===== config.mk =====
export PLATFORM = sky130hd
export DESIGN_NAME = rails_sequencer
export DESIGN_NICKNAME = d
export VERILOG_FILES = /design/src/rtl/rails_pkg.sv /design/src/rtl/rails_sequencer_sync2.sv /design/src/rtl/rails_sequencer.sv
export SDC_FILE = /design/constraint.sdc
export NUM_CORES = 1
export LEC_CHECK = 0
export CELL_PAD_IN_SITES_DETAIL_PLACEMENT = 0
export CELL_PAD_IN_SITES_GLOBAL_PLACEMENT = 1
export CORE_MARGIN = 4
export CORE_UTILIZATION = 45
export DETAILED_ROUTE_END_ITERATION = 8
export PLACE_DENSITY_LB_ADDON = 0.05
export SLEW_MARGIN = 40
export SYNTH_ARGS = -nofsm -noshare
export SYNTH_HDL_FRONTEND = slang
export SYNTH_SLANG_ARGS = --single-unit
export TNS_END_PERCENT = 5

===== constraint.sdc =====
create_clock -name clk -period 2.05 [get_ports clk]
set_input_delay 0.615 -clock clk [delete_from_list [all_inputs] [get_ports clk]]
set_output_delay 0.615 -clock clk [all_outputs]
set_load 0.02 [all_outputs]

===== src/rtl/rails_pkg.sv =====
// Shared definitions for the rail sequencer: FSM state encoding, default
// timing parameters, rail level width and the level-to-rail decode.
package rails_pkg;

  typedef enum logic [2:0] {
    ST_OFF   = 3'd0,
    ST_UP    = 3'd1,
    ST_ON    = 3'd2,
    ST_DOWN  = 3'd3,
    ST_FAULT = 3'd4
  } rail_state_e;

  localparam int STEP_CYCLES_DEF = 100000;
  localparam int TMR_BITS_DEF    = 20;
  localparam int LVL_W           = 2;
  localparam logic [LVL_W-1:0] LVL_MAX = 2'd3;

  // Thermometer decode of the rail level: {lp60v, lp30v, lp15v}.
  function automatic logic [2:0] lvl2rails(input logic [LVL_W-1:0] lvl);
    return {lvl == 2'd3, lvl >= 2'd2, lvl >= 2'd1};
  endfunction

endpackage


===== src/rtl/rails_sequencer_sync2.sv =====
// Two-flop synchronizer for a single asynchronous level.
// Ports: clk, rst_n (async active-low, clears to 0), d_i (async input),
//        q_o (synchronized output, two clk edges of latency).
module sync2 (
  input  logic clk,
  input  logic rst_n,
  input  logic d_i,
  output logic q_o
);

  logic meta_q;
  logic sync_q;

  always_ff @(posedge clk or negedge rst_n) begin
    if (!rst_n) begin
      meta_q <= 1'b0;
      sync_q <= 1'b0;
    end else begin
      meta_q <= d_i;
      sync_q <= meta_q;
    end
  end

  assign q_o = sync_q;

endmodule


===== src/rtl/rails_sequencer.sv =====
// Timed power-rail sequencer for the LP15V/LP30V/LP60V rails and their
// active-low output enable. A single enable level walks the rails up
// (15V, 30V, 60V, then OE) and down (OE, 60V, 30V, 15V) with a fixed dwell
// of STEP_CYCLES clocks per step. A fault input shuts everything off at once
// and latches until fault_clr is pulsed with fault and en both low.
// Ports:
//   clk, rst_n            clock, async active-low reset
//   en, fault             async levels, synchronized internally
//   fault_clr             one-cycle clk-synchronous fault clear
//   rails_lp15v/30v/60v   rail enables (active-high)
//   rails_oe_n            rail output enable (active-low)
//   ready, busy, faulted  status flags (ON / UP-or-DOWN / FAULT)
//   state                 current state encoding
// All outputs are registered.
module rails_sequencer
  import rails_pkg::*;
#(
  parameter int STEP_CYCLES = STEP_CYCLES_DEF,
  parameter int TMR_BITS    = TMR_BITS_DEF
) (
  input  logic       clk,
  input  logic       rst_n,
  input  logic       en,
  input  logic       fault,
  input  logic       fault_clr,
  output logic       rails_lp15v,
  output logic       rails_lp30v,
  output logic       rails_lp60v,
  output logic       rails_oe_n,
  output logic       ready,
  output logic       busy,
  output logic       faulted,
  output logic [2:0] state
);

  localparam logic [TMR_BITS-1:0] TMR_LOAD = TMR_BITS'(STEP_CYCLES - 1);

  logic en_s;
  logic fault_s;

  sync2 u_sync_en (
    .clk   (clk),
    .rst_n (rst_n),
    .d_i   (en),
    .q_o   (en_s)
  );

  sync2 u_sync_fault (
    .clk   (clk),
    .rst_n (rst_n),
    .d_i   (fault),
    .q_o   (fault_s)
  );

  rail_state_e       state_q, state_d;
  logic [LVL_W-1:0]  lvl_q, lvl_d;
  logic [TMR_BITS-1:0] tmr_q, tmr_d;
  logic              oe_n_q, oe_n_d;
  logic [2:0]        rails_q;
  logic              ready_q, busy_q, faulted_q;
  logic              expired;

  // Timer sits at zero once expired; it never wraps.
  assign expired = (tmr_q == '0);

  always_comb begin
    state_d = state_q;
    lvl_d   = lvl_q;
    oe_n_d  = oe_n_q;
    tmr_d   = expired ? '0 : tmr_q - 1'b1;

    if (fault_s) begin
      state_d = ST_FAULT;
      lvl_d   = '0;
      oe_n_d  = 1'b1;
      tmr_d   = '0;
    end else begin
      unique case (state_q)
        ST_OFF: begin
          if (en_s) begin
            state_d = ST_UP;
            lvl_d   = 2'd1;
            tmr_d   = TMR_LOAD;
          end
        end
        ST_UP: begin
          // Losing en wins over a coincident expiry: no further step up.
          if (!en_s) begin
            state_d = ST_DOWN;
            oe_n_d  = 1'b1;
            tmr_d   = TMR_LOAD;
          end else if (expired) begin
            if (lvl_q != LVL_MAX) begin
              lvl_d = lvl_q + 2'd1;
              tmr_d = TMR_LOAD;
            end else if (oe_n_q) begin
              // All rails up: enable outputs, then one more dwell before ON.
              oe_n_d = 1'b0;
              tmr_d  = TMR_LOAD;
            end else begin
              state_d = ST_ON;
            end
          end
        end
        ST_ON: begin
          if (!en_s) begin
            state_d = ST_DOWN;
            oe_n_d  = 1'b1;
            tmr_d   = TMR_LOAD;
          end
        end
        ST_DOWN: begin
          // en is ignored here; the ramp always completes to OFF.
          if (expired) begin
            lvl_d = lvl_q - 2'd1;
            tmr_d = TMR_LOAD;
            if (lvl_q == 2'd1) state_d = ST_OFF;
          end
        end
        ST_FAULT: begin
          tmr_d = '0;
          if (fault_clr && !en_s) state_d = ST_OFF;
        end
        default: begin
          state_d = ST_OFF;
          lvl_d   = '0;
          oe_n_d  = 1'b1;
          tmr_d   = '0;
        end
      endcase
    end
  end

  always_ff @(posedge clk or negedge rst_n) begin
    if (!rst_n) begin
      state_q   <= ST_OFF;
      lvl_q     <= '0;
      tmr_q     <= '0;
      oe_n_q    <= 1'b1;
      rails_q   <= '0;
      ready_q   <= 1'b0;
      busy_q    <= 1'b0;
      faulted_q <= 1'b0;
    end else begin
      state_q   <= state_d;
      lvl_q     <= lvl_d;
      tmr_q     <= tmr_d;
      oe_n_q    <= oe_n_d;
      rails_q   <= lvl2rails(lvl_d);
      ready_q   <= (state_d == ST_ON);
      busy_q    <= (state_d == ST_UP) || (state_d == ST_DOWN);
      faulted_q <= (state_d == ST_FAULT);
    end
  end

  assign rails_lp15v = rails_q[0];
  assign rails_lp30v = rails_q[1];
  assign rails_lp60v = rails_q[2];
  assign rails_oe_n  = oe_n_q;
  assign ready       = ready_q;
  assign busy        = busy_q;
  assign faulted     = faulted_q;
  assign state       = state_q;

endmodule


Word level (Yosys, flattened, before mapping). Index checks and enable logic that the tools add are counted.

Bits in registers: 36. Latch bits: 0. RAM bits: 0. ROM bits: 0. Bits of input ports: 5. Output and inout bits: 10. Logic and storage cells: 74. Memories: 0.

Add/sub/neg operators: 3. Multiply operators: 0. Divide/modulo/power cells: 0. Order comparisons: 2. Eq/ne operators: 15. Shift operators: 0. Multiplexer cells: 34. Bitwise gates (word level): 0. Reductions and logical operators: 8.

Operators by type and width (count): 20-bit 2-to-1 mux (9); 20-bit case mux with 4 select lines (1); 3-bit 2-to-1 mux (10); 20-bit logical NOT (1); 20-bit by 1-bit subtractor with 20-bit output, second input constant (1); 3-bit case mux with 5 select lines (1); 3-bit by 2-bit equality test with 1-bit output, second input constant (4); 2-bit 2-to-1 mux (6); 4-bit by 3-bit inequality test with 1-bit output, second input constant (2); 2-bit case mux with 4 select lines (1); 3-bit by 1-bit equality test with 1-bit output, second input constant (2); 3-bit equality test, second input constant (2); 1-bit 2-to-1 mux (5); 4-bit AND reduction (1); 3-bit logical NOT (1); 3-bit by 2-bit inequality test with 1-bit output, second input constant (1); 1-bit case mux with 3 select lines (1); 3-bit OR reduction (1); 2-bit by 1-bit adder with 2-bit output, second input constant (1); 2-bit by 1-bit equality test with 1-bit output, second input constant (1); 2-bit equality test, second input constant (1); 2-bit by 1-bit >= comparator with 1-bit output, second input constant (1); 2-bit >= comparator, second input constant (1); 2-bit by 1-bit inequality test with 1-bit output, second input constant (1); other kinds (6) (6).

Longest topological paths before layout. Gate-level depths: netlist (run 1).

Word-level depth: 8. Gate-level depth with buffers: 7. Gate-level depth less buffers: 7.

Modules after synthesis. From an unflattened synthesis (run 1), not the netlist that was laid out.

Cells, all modules: 203. Area, all modules: 1943.1 µm².

Modules (own cells, without submodules): rails_sequencer (times used 1, cells each 199, area an instance 1843.0 µm², sequential area each 777.0 µm²); sync2 (times used 2, cells each 2, area an instance 50.0 µm², sequential area each 50.0 µm²).

Least setup slack after synthesis (run 1). OpenSTA, ideal clock, no wires.

Path type: register to register. Start: register tmr_q[4]. End: register rails_q[2]. Library setup time: 80 ps. Arrival time: 1774 ps. Data required time: 1970 ps. Path slack: 195 ps. Stages on the path, launching flop included: 7. Buffers on the path: 0. Clock period less this slack: 1855 ps. Path through: dfrtp_1 -> nor4_4 -> nand4_4 -> nor2_4 -> nor2_2 -> or3_4 -> nor3_2.

Longest elaborated chain between the ends: 6. Elaborated cells between the ends (all ways): 7. Classes of those cells: 1 x eq/ne; 5 x mux; 1 x reduce/logical.

RTL lines: start, declared (RTL line rails_sequencer.sv:57) `logic [TMR_BITS-1:0] tmr_q, tmr_d;`; start signal, assigned (RTL line rails_sequencer.sv:147) `tmr_q <= tmr_d;`; 20-bit logical NOT (*) (RTL line rails_sequencer.sv:64) `assign expired = (tmr_q == '0);`; 2-bit 2-to-1 mux (RTL line rails_sequencer.sv:92) `end else if (expired) begin`; 2-bit 2-to-1 mux (RTL line rails_sequencer.sv:88) `if (!en_s) begin`; 2-bit case mux with 4 select lines (*) (RTL line rails_sequencer.sv:78) `unique case (state_q)`; 2-bit 2-to-1 mux (*) (RTL line rails_sequencer.sv:72) `if (fault_s) begin`; 2-bit equality test (*) (RTL line rails_pkg.sv:20) `return {lvl == 2'd3, lvl >= 2'd2, lvl >= 2'd1};`; end signal, assigned (RTL line rails_sequencer.sv:149) `rails_q <= lvl2rails(lvl_d);`; end, declared (RTL line rails_sequencer.sv:59) `logic [2:0] rails_q;`.

Every way passes the cells marked *; elsewhere a longest branch is shown, timed or not. A chain may end at the register's enable or synchronous reset.

==> flow_summary.toml, run 1 <==
[synthesis]
synth-edff-count = 0
syn_area_sq_um = 1842
ys.flop_type = "dfrtp_1"
async_reset_ff_frac = 1.000
syn_inst = 181
synth.most_common_cell = "dfrtp_1"
synth_seq_cells = 35
postSynthAreaPerCell_sq_um = 10.18
synth_common_cells = "dfrtp_1, o21ai_0, nor2_1"
synth.yosys.seq_area_share = 0.4762
yosys.cell_types.count = 45
synthTopCellsByArea = "dfrtp_1, xnor2_1, o21ai_0"
ys_warn_count = 0
synth.top_cell.area_share = 0.4620
synth_nets = 191
synth_top_cell_by_area = "dfrtp_1"

[clock_network]
path_clk_slew_ns = 0.07
cts_buffers = 5
clk_path_buf_depth = 2
cts_tree = "yes"
htreeDepth = 2
clkLatencyLatePin_ns = 0.28
ctsRootBufferMaster = "clkbuf_8"
cts.sinks = 35

[pwr]
switchingPower_mw = 1.186
p_clk_frac = 0.169
power_per_cell_area_nw_per_um2 = 1298
p_leak_nw = 0.9890
switching_share = 0.4113
intPower_mw = 1.698
power_frac_seq = 0.301
ir_worst_vdd_v = 0.0006865
pwr-share-comb = 0.530
total_power_mw = 2.884

[place]
gp_congestion = 0.9231
place_area_sq_um = 2117
portBuffers = 14
hpwl_microns = 2765

[min_path]
hp-class = "register to register"
hold_path.startpoint = "u_sync_fault.meta_q"
whs_path_depth = 0
holdPathEnd = "u_sync_fault.q_o"

[critical_path]
cpLargestDelayFamily = "buffers and inverters"
r2r_start = "tmr_q[6]"
crit_buf_inv = 1
path_class = "register to output pin"
r2r_slack_ns = 0.11
worstSetupStartpointType = "register"
slowest_delay_ns = 0.65
rr_endpoint = "rails_q[2]"
required_ns = 1.43
path_cells = "clkdlybuf4s50_1"
worst_ep_arrival_time_ns = 1.37
ff2ff_path_depth = 6
crit_fanout = 5
cp_slowest_cell = "clkdlybuf4s50_1"
end_kind = "output pin"

[grt]
grt_overflow_total = 0
grt_max_degree = 36
grt_pass1_wl_microns = 7169
grt_pass1_vias = 1476
grtUsageTotal = 0.1739
antenna_found_initial = 0

[route]
met2_length_microns = 1701
wire_per_inst_microns = 15.31
met1_length_microns = 2091
via_per_inst = 5.490
top_layer = "met4"
first_pass_iters = 4
drtIter0Drc = 90
drt-total-wl_microns = 3964
route.detailed.drc = 0
postRouteAntennaNets = 0
vias = 1422
wl_met3_microns = 132

[timing]
clock_skew_ns = 0.01183
hold_viol_final = 0
rsz0062_at_grt = "false"
final.period_utilization = 0.9693
finalSetupViolations = 0
max_freq_mhz = 503.2
drv_slew = 0
whs_ns = 0.3562
fin_setup_tns_ns = 0
period_needed_ns = 1.987
relSlewSlack = 0.6627
worst_pin_slew_ns = 0.4995

[flow_run]
maxCapViolCount = 0

[cells_and_area]
postLayoutCellArea_sq_um = 2221
drive_above_1_share = 0.1801
synthToLayoutAreaGrowth_pct = 20.58
nNetsFinal = 220
diodes = 0

[die]
die-height_microns = 71.98
num_rows = 22
core-area_sq_um = 3799
ios = 15
dieWidth_microns = 71.98
start_util = 0.4848
die_area_sq_um = 5180

[outcome]
status = "complete, no violations"
[layout make-up]
class | count | area, sq um
fill | 324 | 1578
multi-input combinational | 136 | 932.1
timing repair buffer | 25 | 237.7
inverter | 7 | 26.28
clock buffer | 6 | 72.57
tap | 48 | 60.06
clock inverter | 2 | 12.51
sequential | 35 | 879.6
[layout by cell type (no fill, tap or decap), types with 6 or more instances in the layout]
cell             instances
dfrtp_1                 32
o21ai_0                 20
nor2_1                  19
xnor2_1                 13
nand2_1                 10
clkdlybuf4s50_1         10
buf_4                   10
a21oi_1                  8
inv_1                    7
nor4_1                   6
[worst max path at each step]
stage / startpoint / cells after the start / endpoint
2_1_floorplan: tmr_q[4] / 6 / rails_q[2]
3_3_place_gp: tmr_q[2] / 6 / rails_q[0]
3_5_place_dp: tmr_q[5] / 6 / rails_q[0]
4_1_cts: rails_oe_n / 1 / rails_oe_n
5_1_grt: tmr_q[6] / 6 / tmr_q[9]
6_report: lvl_q[1] / 1 / rails_lp30v
[routing by layer]
layer | vias to the layer above | GRT usage
met4 | 0 | 0.05219
met2 | 22 | 0.2551
met3 | 6 | 0.03601
li1 | 703 | -
met5 | - | 0
met1 | 691 | 0.2581
[what timing repair did]
action | in CTS | in global routing
resized for setup | 3 | 6
pin swaps | 0 | 2
buffers inserted | 0 | 0
hold buffers | 0 | 0
endpoints found under the setup margin | 3 | 18
[power by group through the flow]
stage	clock network (mW)	logic, mW	registers, mW
final	0.487	1.53	0.868
after global routing	0.527	1.70	0.882
after CTS	0.497	1.52	0.863
after detailed placement	0	1.51	0.876
after global placement	0	1.49	0.871
after floorplan	0	1.18	0.872
[logic make-up (layout without fill, tap and decap cells)]
logic type      Yosys count  after routing  synth area share
xor+xnor                 17             17           0.08084
simple gates             71             71            0.2371
flops                    35             35            0.4762
mux                       1              1          0.005435
buf+inv                  10             40           0.02513
compound gates           42             42            0.1413
fa+ha+maj                 5              5           0.03397
[state kept, by name, indices dropped and copies added (netlist names)]
signal,flops
state,3
ready,1
tmr_q,20
u_sync_fault.meta_q,1
u_sync_fault.q_o,1
rails_oe_n,1
rails_q,2
busy,1
faulted,1
lvl_q,2
u_sync_en.meta_q,1
u_sync_en.q_o,1
[through the flow]
stage                       util  std cells  setup WS [ns]
after floorplan                -        181         0.1953
after global placement    0.5573        251         0.1437
after detailed placement  0.5573        251        0.08095
after CTS                 0.5794        259        0.01554
after global routing      0.5847        259       0.002931
final                     0.5847        259        0.06284
(Power assumes the default switching activity.)
==> run 2, diff against run 1 <==
Settings changed: ABC_AREA set to 1, CORE_UTILIZATION 45 to 43.
==> run 2 against run 1 <==
Net effect: combinational power shrank 42%; non-clock buffer count shrank 1; via count grew 56%.
==> flow_summary.toml, run 2 <==
[outcome]
status = "complete, no violations"

[route]
vias = 2214
wire_per_inst_microns = 13.56
first_pass_iters = 4
postRouteAntennaNets = 0
drt-total-wl_microns = 6076
via_per_inst = 4.942
route.detailed.drc = 0
drtIter0Drc = 98

[min_path]
hp-class = "input port to asynchronous set/reset pin"

[critical_path]
cpLargestDelayFamily = "buffers and inverters"
end_kind = "output pin"
worst_ep_arrival_time_ns = 1.34
ff2ff_path_depth = 11
r2r_slack_ns = 0.18
path_cells = "clkdlybuf4s50_1"
slowest_delay_ns = 0.63
cp_slowest_cell = "clkdlybuf4s50_1"
r2r_start = "tmr_q[0]"
required_ns = 1.43
path_class = "register to output pin"
crit_fanout = 5
worstSetupStartpointType = "register"
rr_endpoint = "tmr_q[16]"
crit_buf_inv = 1

[timing]
fin_setup_tns_ns = 0
drv_slew = 0
max_freq_mhz = 511.8
rsz0062_at_grt = "false"
clock_skew_ns = 0.003192
worst_pin_slew_ns = 0.6242
final.period_utilization = 0.9530
finalSetupViolations = 0
period_needed_ns = 1.954
relSlewSlack = 0.5839
hold_viol_final = 0

[synthesis]
synth.most_common_cell = "nand2_1"
synth_seq_cells = 35
ys.flop_type = "dfrtp_1"
synthTopCellsByArea = "dfrtp_1, nand2_1, nand3_1"
ys_warn_count = 0
yosys.cell_types.count = 33
synth.yosys.seq_area_share = 0.3577
synth_common_cells = "nand2_1, inv_1, nor2_1"
synth-edff-count = 0
synth.top_cell.area_share = 0.3469
postSynthAreaPerCell_sq_um = 6.967
synth_nets = 362
syn_inst = 352
syn_area_sq_um = 2452
async_reset_ff_frac = 1.000
synth_top_cell_by_area = "dfrtp_1"

[cells_and_area]
largest_register = "tmr_q"
final_common_cell = "nand2_1"
drive_above_1_share = 0.1250
nFillCells = 610
mostFrequentLayoutCells = "nand2_1, inv_1, nor2_1"
synthToLayoutAreaGrowth_pct = 15.05
largest_reg_flops = 20
final-seq-area_sq_um = 877.1
diodes = 0
multi_input_area_sq_um = 1369
nNetsFinal = 385

[clock_network]
htreeDepth = 2
path_clk_slew_ns = 0.07
cts_buffers = 5
clk_path_buf_depth = 2
post_cts_buffers = 0
cts.sinks = 35
clkLatencyLatePin_ns = 0.28
cts_tree = "yes"
ctsRootBufferMaster = "clkbuf_8"

[grt]
grt_pass1_vias = 2112
grtUsageTotal = 0.1878
grt_max_degree = 36
grt_pass1_wl_microns = 10550
grt_overflow_total = 0
antenna_found_initial = 0

[flow_run]
maxCapViolCount = 0

[die]
start_util = 0.4454
core-area_sq_um = 5507
die-height_microns = 83.52
ios = 15
die_area_sq_um = 6976
num_rows = 27
dieWidth_microns = 83.52

[place]
hpwl_microns = 4558
portBuffers = 14
gp_congestion = 0.8183

[pwr]
power_per_cell_area_nw_per_um2 = 776.8
ir_worst_vdd_v = 0.0003041
p_leak_nw = 1.515
total_power_mw = 2.192
## run 2: changes by cell type after synthesis, sizes merged, moves of 4 or more
cell / before / now
nand2: 13 / 109
nor2: 21 / 60
inv: 7 / 44
nand3: 4 / 39
nor4: 11 / 1
xnor2: 13 / 6
o21ai: 21 / 15
a21oi: 8 / 13
nor3: 7 / 3
## run 2: cell type report
cell class | instances | area share
clock buffers | 8 | 0.03548
inverters | 44 | 0.05854
multi-input cells | 265 | 0.4851
flip-flops and latches | 35 | 0.3109
well taps | 72 | 0.03193
repair buffers | 24 | 0.07805
## run 2: layer usage
metal  up-vias  part of all wire  track usage
met3         5             0.045      0.03554
met4         0             0.011      0.04386
met2        47              0.47       0.3098
met1      1020              0.47       0.2559
met5         -                 0            0
li1       1142                 -            -
## run 2: how the worst max path moves through the flow
stage	start	to	slack, ns	depth (start not counted)
after floorplan	tmr_q[0]	tmr_q[10]	0.45	11
after global placement	tmr_q[0]	tmr_q[10]	0.21	12
after detailed placement	tmr_q[0]	tmr_q[15]	0.19	12
after CTS	lvl_q[1]	rails_lp30v	0.08	1
after global routing	lvl_q[1]	rails_lp30v	0.01	1
final	lvl_q[1]	rails_lp30v	0.1	1
## run 2: report_power, final
part | total, mW | switching (mW) | internal [mW]
combinational | 0.883 | 0.581 | 0.302
clock | 0.550 | 0.244 | 0.307
sequential | 0.759 | 0.0353 | 0.723
total | 2.19 | 0.860 | 1.33
## run 2: logic make-up after synthesis
| group | Yosys count | share of synthesized area |
|---|---|---|
| buffers and inverters | 52 | 0.08520 |
| and+or+nand+nor | 214 | 0.4092 |
| AOI/OAI and AO/OA | 33 | 0.07602 |
| xor gates and xnor gates | 13 | 0.04643 |
| DFF | 35 | 0.3577 |
| adders and majority gates | 5 | 0.02551 |
## run 2: per-stage QoR
step                      hold slack (ns)  setup WS, ns  instances    util  area [sq um]
after floorplan                    0.3194        0.4535        352       -          2452
after global placement             0.3337        0.2111        440  0.4942          2721
after detailed placement           0.3412        0.1877        440  0.4942          2721
after CTS                          0.2834       0.08147        448  0.5119          2819
after global routing               0.2908       0.01025        448  0.5124          2821
final                              0.2794       0.09630        448  0.5124          2821
## run 2: worst register-to-register path, delay by kind of cell, from the launching register on
kind	cells	cell delay (ns)
adders and majority gates	1	0.20
buffers and inverters	1	0.14
DFF	1	0.38
and+or+nand+nor	9	1.03
## run 2: repair_timing
action,in CTS,in global routing
endpoints found under the setup margin,2,3
hold buffers,0,0
gates resized for setup,2,2
==> run 3, diff against run 2 <==
Settings changed: CORE_MARGIN 4 to unset.
==> run 3 against run 2 <==
Net effect: sequential power about the same; critical path type unchanged; critical endpoint unchanged; non-clock buffer count increased by 4; final cell count increased by 0.89%.
==> flow_summary.toml, run 3 (synthesis results as in run 2) <==
[timing]
relSlewSlack = 0.6219
rsz0062_at_grt = "true"
period_needed_ns = 1.969
clock_skew_ns = 0.006811
max_freq_mhz = 508.0
worst_pin_slew_ns = 0.5672
fin_setup_tns_ns = 0
finalSetupViolations = 0
setup_slack_ns = 0.08132
hold_viol_final = 0
drv_slew = 0
final.period_utilization = 0.9603

[clock_network]
clkLatencyLatePin_ns = 0.29
cts.sinks = 35
cts-hold-fix-buffers = 0
ctsRootBufferMaster = "clkbuf_8"
cts_tree = "yes"
cts_buffers = 5
clk_path_buf_depth = 2
path_clk_slew_ns = 0.08
htreeDepth = 2

[die]
core-area_sq_um = 5507
num_rows = 27
die_area_sq_um = 6009
ios = 15
dieWidth_microns = 77.52
die-height_microns = 77.52
start_util = 0.4454

[flow_run]
maxCapViolCount = 0

[critical_path]
required_ns = 1.43
worst_ep_arrival_time_ns = 1.35
path_class = "register to output pin"
path_cells = "clkdlybuf4s50_1"
end_kind = "output pin"
worstSetupStartpointType = "register"
crit_buf_inv = 1
slowest_delay_ns = 0.64
crit_fanout = 5
cp_slowest_cell = "clkdlybuf4s50_1"
cpLargestDelayFamily = "buffers and inverters"

[cells_and_area]
postLayoutCellArea_sq_um = 2846
drive_above_1_share = 0.1395
diodes = 0
mostFrequentLayoutCells = "nand2_1, inv_1, nor2_1"
largest_reg_flops = 20
nNetsFinal = 389
synthToLayoutAreaGrowth_pct = 16.07
largest_register = "tmr_q"
final_common_cell = "nand2_1"

[grt]
grt_pass1_wl_microns = 10620
grt_pass1_vias = 2115
grt_overflow_total = 0
grt_max_degree = 20
grtUsageTotal = 0.2302
antenna_found_initial = 0

[place]
hpwl_microns = 4658
place_area_sq_um = 2721
portBuffers = 14
gp_congestion = 0.8260
place_ws_ns = 0.1562

[route]
via_per_inst = 4.912
first_pass_iters = 4
drt-total-wl_microns = 6220
postRouteAntennaNets = 0
vias = 2220
drtIter0Drc = 112
wire_per_inst_microns = 13.76
route.detailed.drc = 0

[min_path]
hp-class = "input port to asynchronous set/reset pin"

[pwr]
ir_worst_vdd_v = 0.0003532
p_leak_nw = 1.535
total_power_mw = 2.201
power_per_cell_area_nw_per_um2 = 773.2

[outcome]
status = "complete, no violations"
## run 3: timing repair
item | 4_1_cts | 5_1_grt
setup endpoints to repair | 1 | 10
setup buffers | 0 | 4
endpoints found under the hold margin | 0 | 0
resized for setup | 1 | 3
## run 3: report_power, final
group,internal (mW),switching [mW]
Combinational,0.344,0.584
Sequential,0.723,0.0384
Clock,0.237,0.275
## run 3: worst paths after layout
check                           slack (ns)  depth (start not counted)       endpoint             start
worst max-delay path                  0.08                          1    rails_lp30v          lvl_q[1]
worst min-delay path                  0.25                          1      tmr_q[12]             rst_n
worst max register to register        0.19                          9     rails_oe_n          tmr_q[0]
worst min register to register        0.35                          0  u_sync_en.q_o  u_sync_en.meta_q
max in group asynchronous             1.35                          2          ready             rst_n
min in group clk                      0.35                          0  u_sync_en.q_o  u_sync_en.meta_q
## run 3: final cells by class
type / count / area, sq um
fillers: 570 / 2660
multi-input cells: 265 / 1371
flip-flops and latches: 35 / 877.1
repair buffers: 28 / 254.0
inverters: 44 / 165.2
well taps: 72 / 90.09
clock buffers: 5 / 68.82
clock inverters: 3 / 20.02
## run 3: metrics by stage
step / std cells / hold WS, ns / utilization
final: 452 / 0.2484 / 0.5169
after global routing: 452 / 0.2887 / 0.5169
after CTS: 448 / 0.2653 / 0.5101
after detailed placement: 440 / 0.3356 / 0.4942
after global placement: 440 / 0.3320 / 0.4942
after floorplan: 352 / 0.3194 / -
## run 3: metal layers
layer	vias to the layer above	share of wire	track usage
li1	1153	-	-
met1	1003	0.46	0.3153
met2	56	0.48	0.3726
met3	8	0.050	0.03059
met4	0	0.011	0.07736
met5	-	0	0
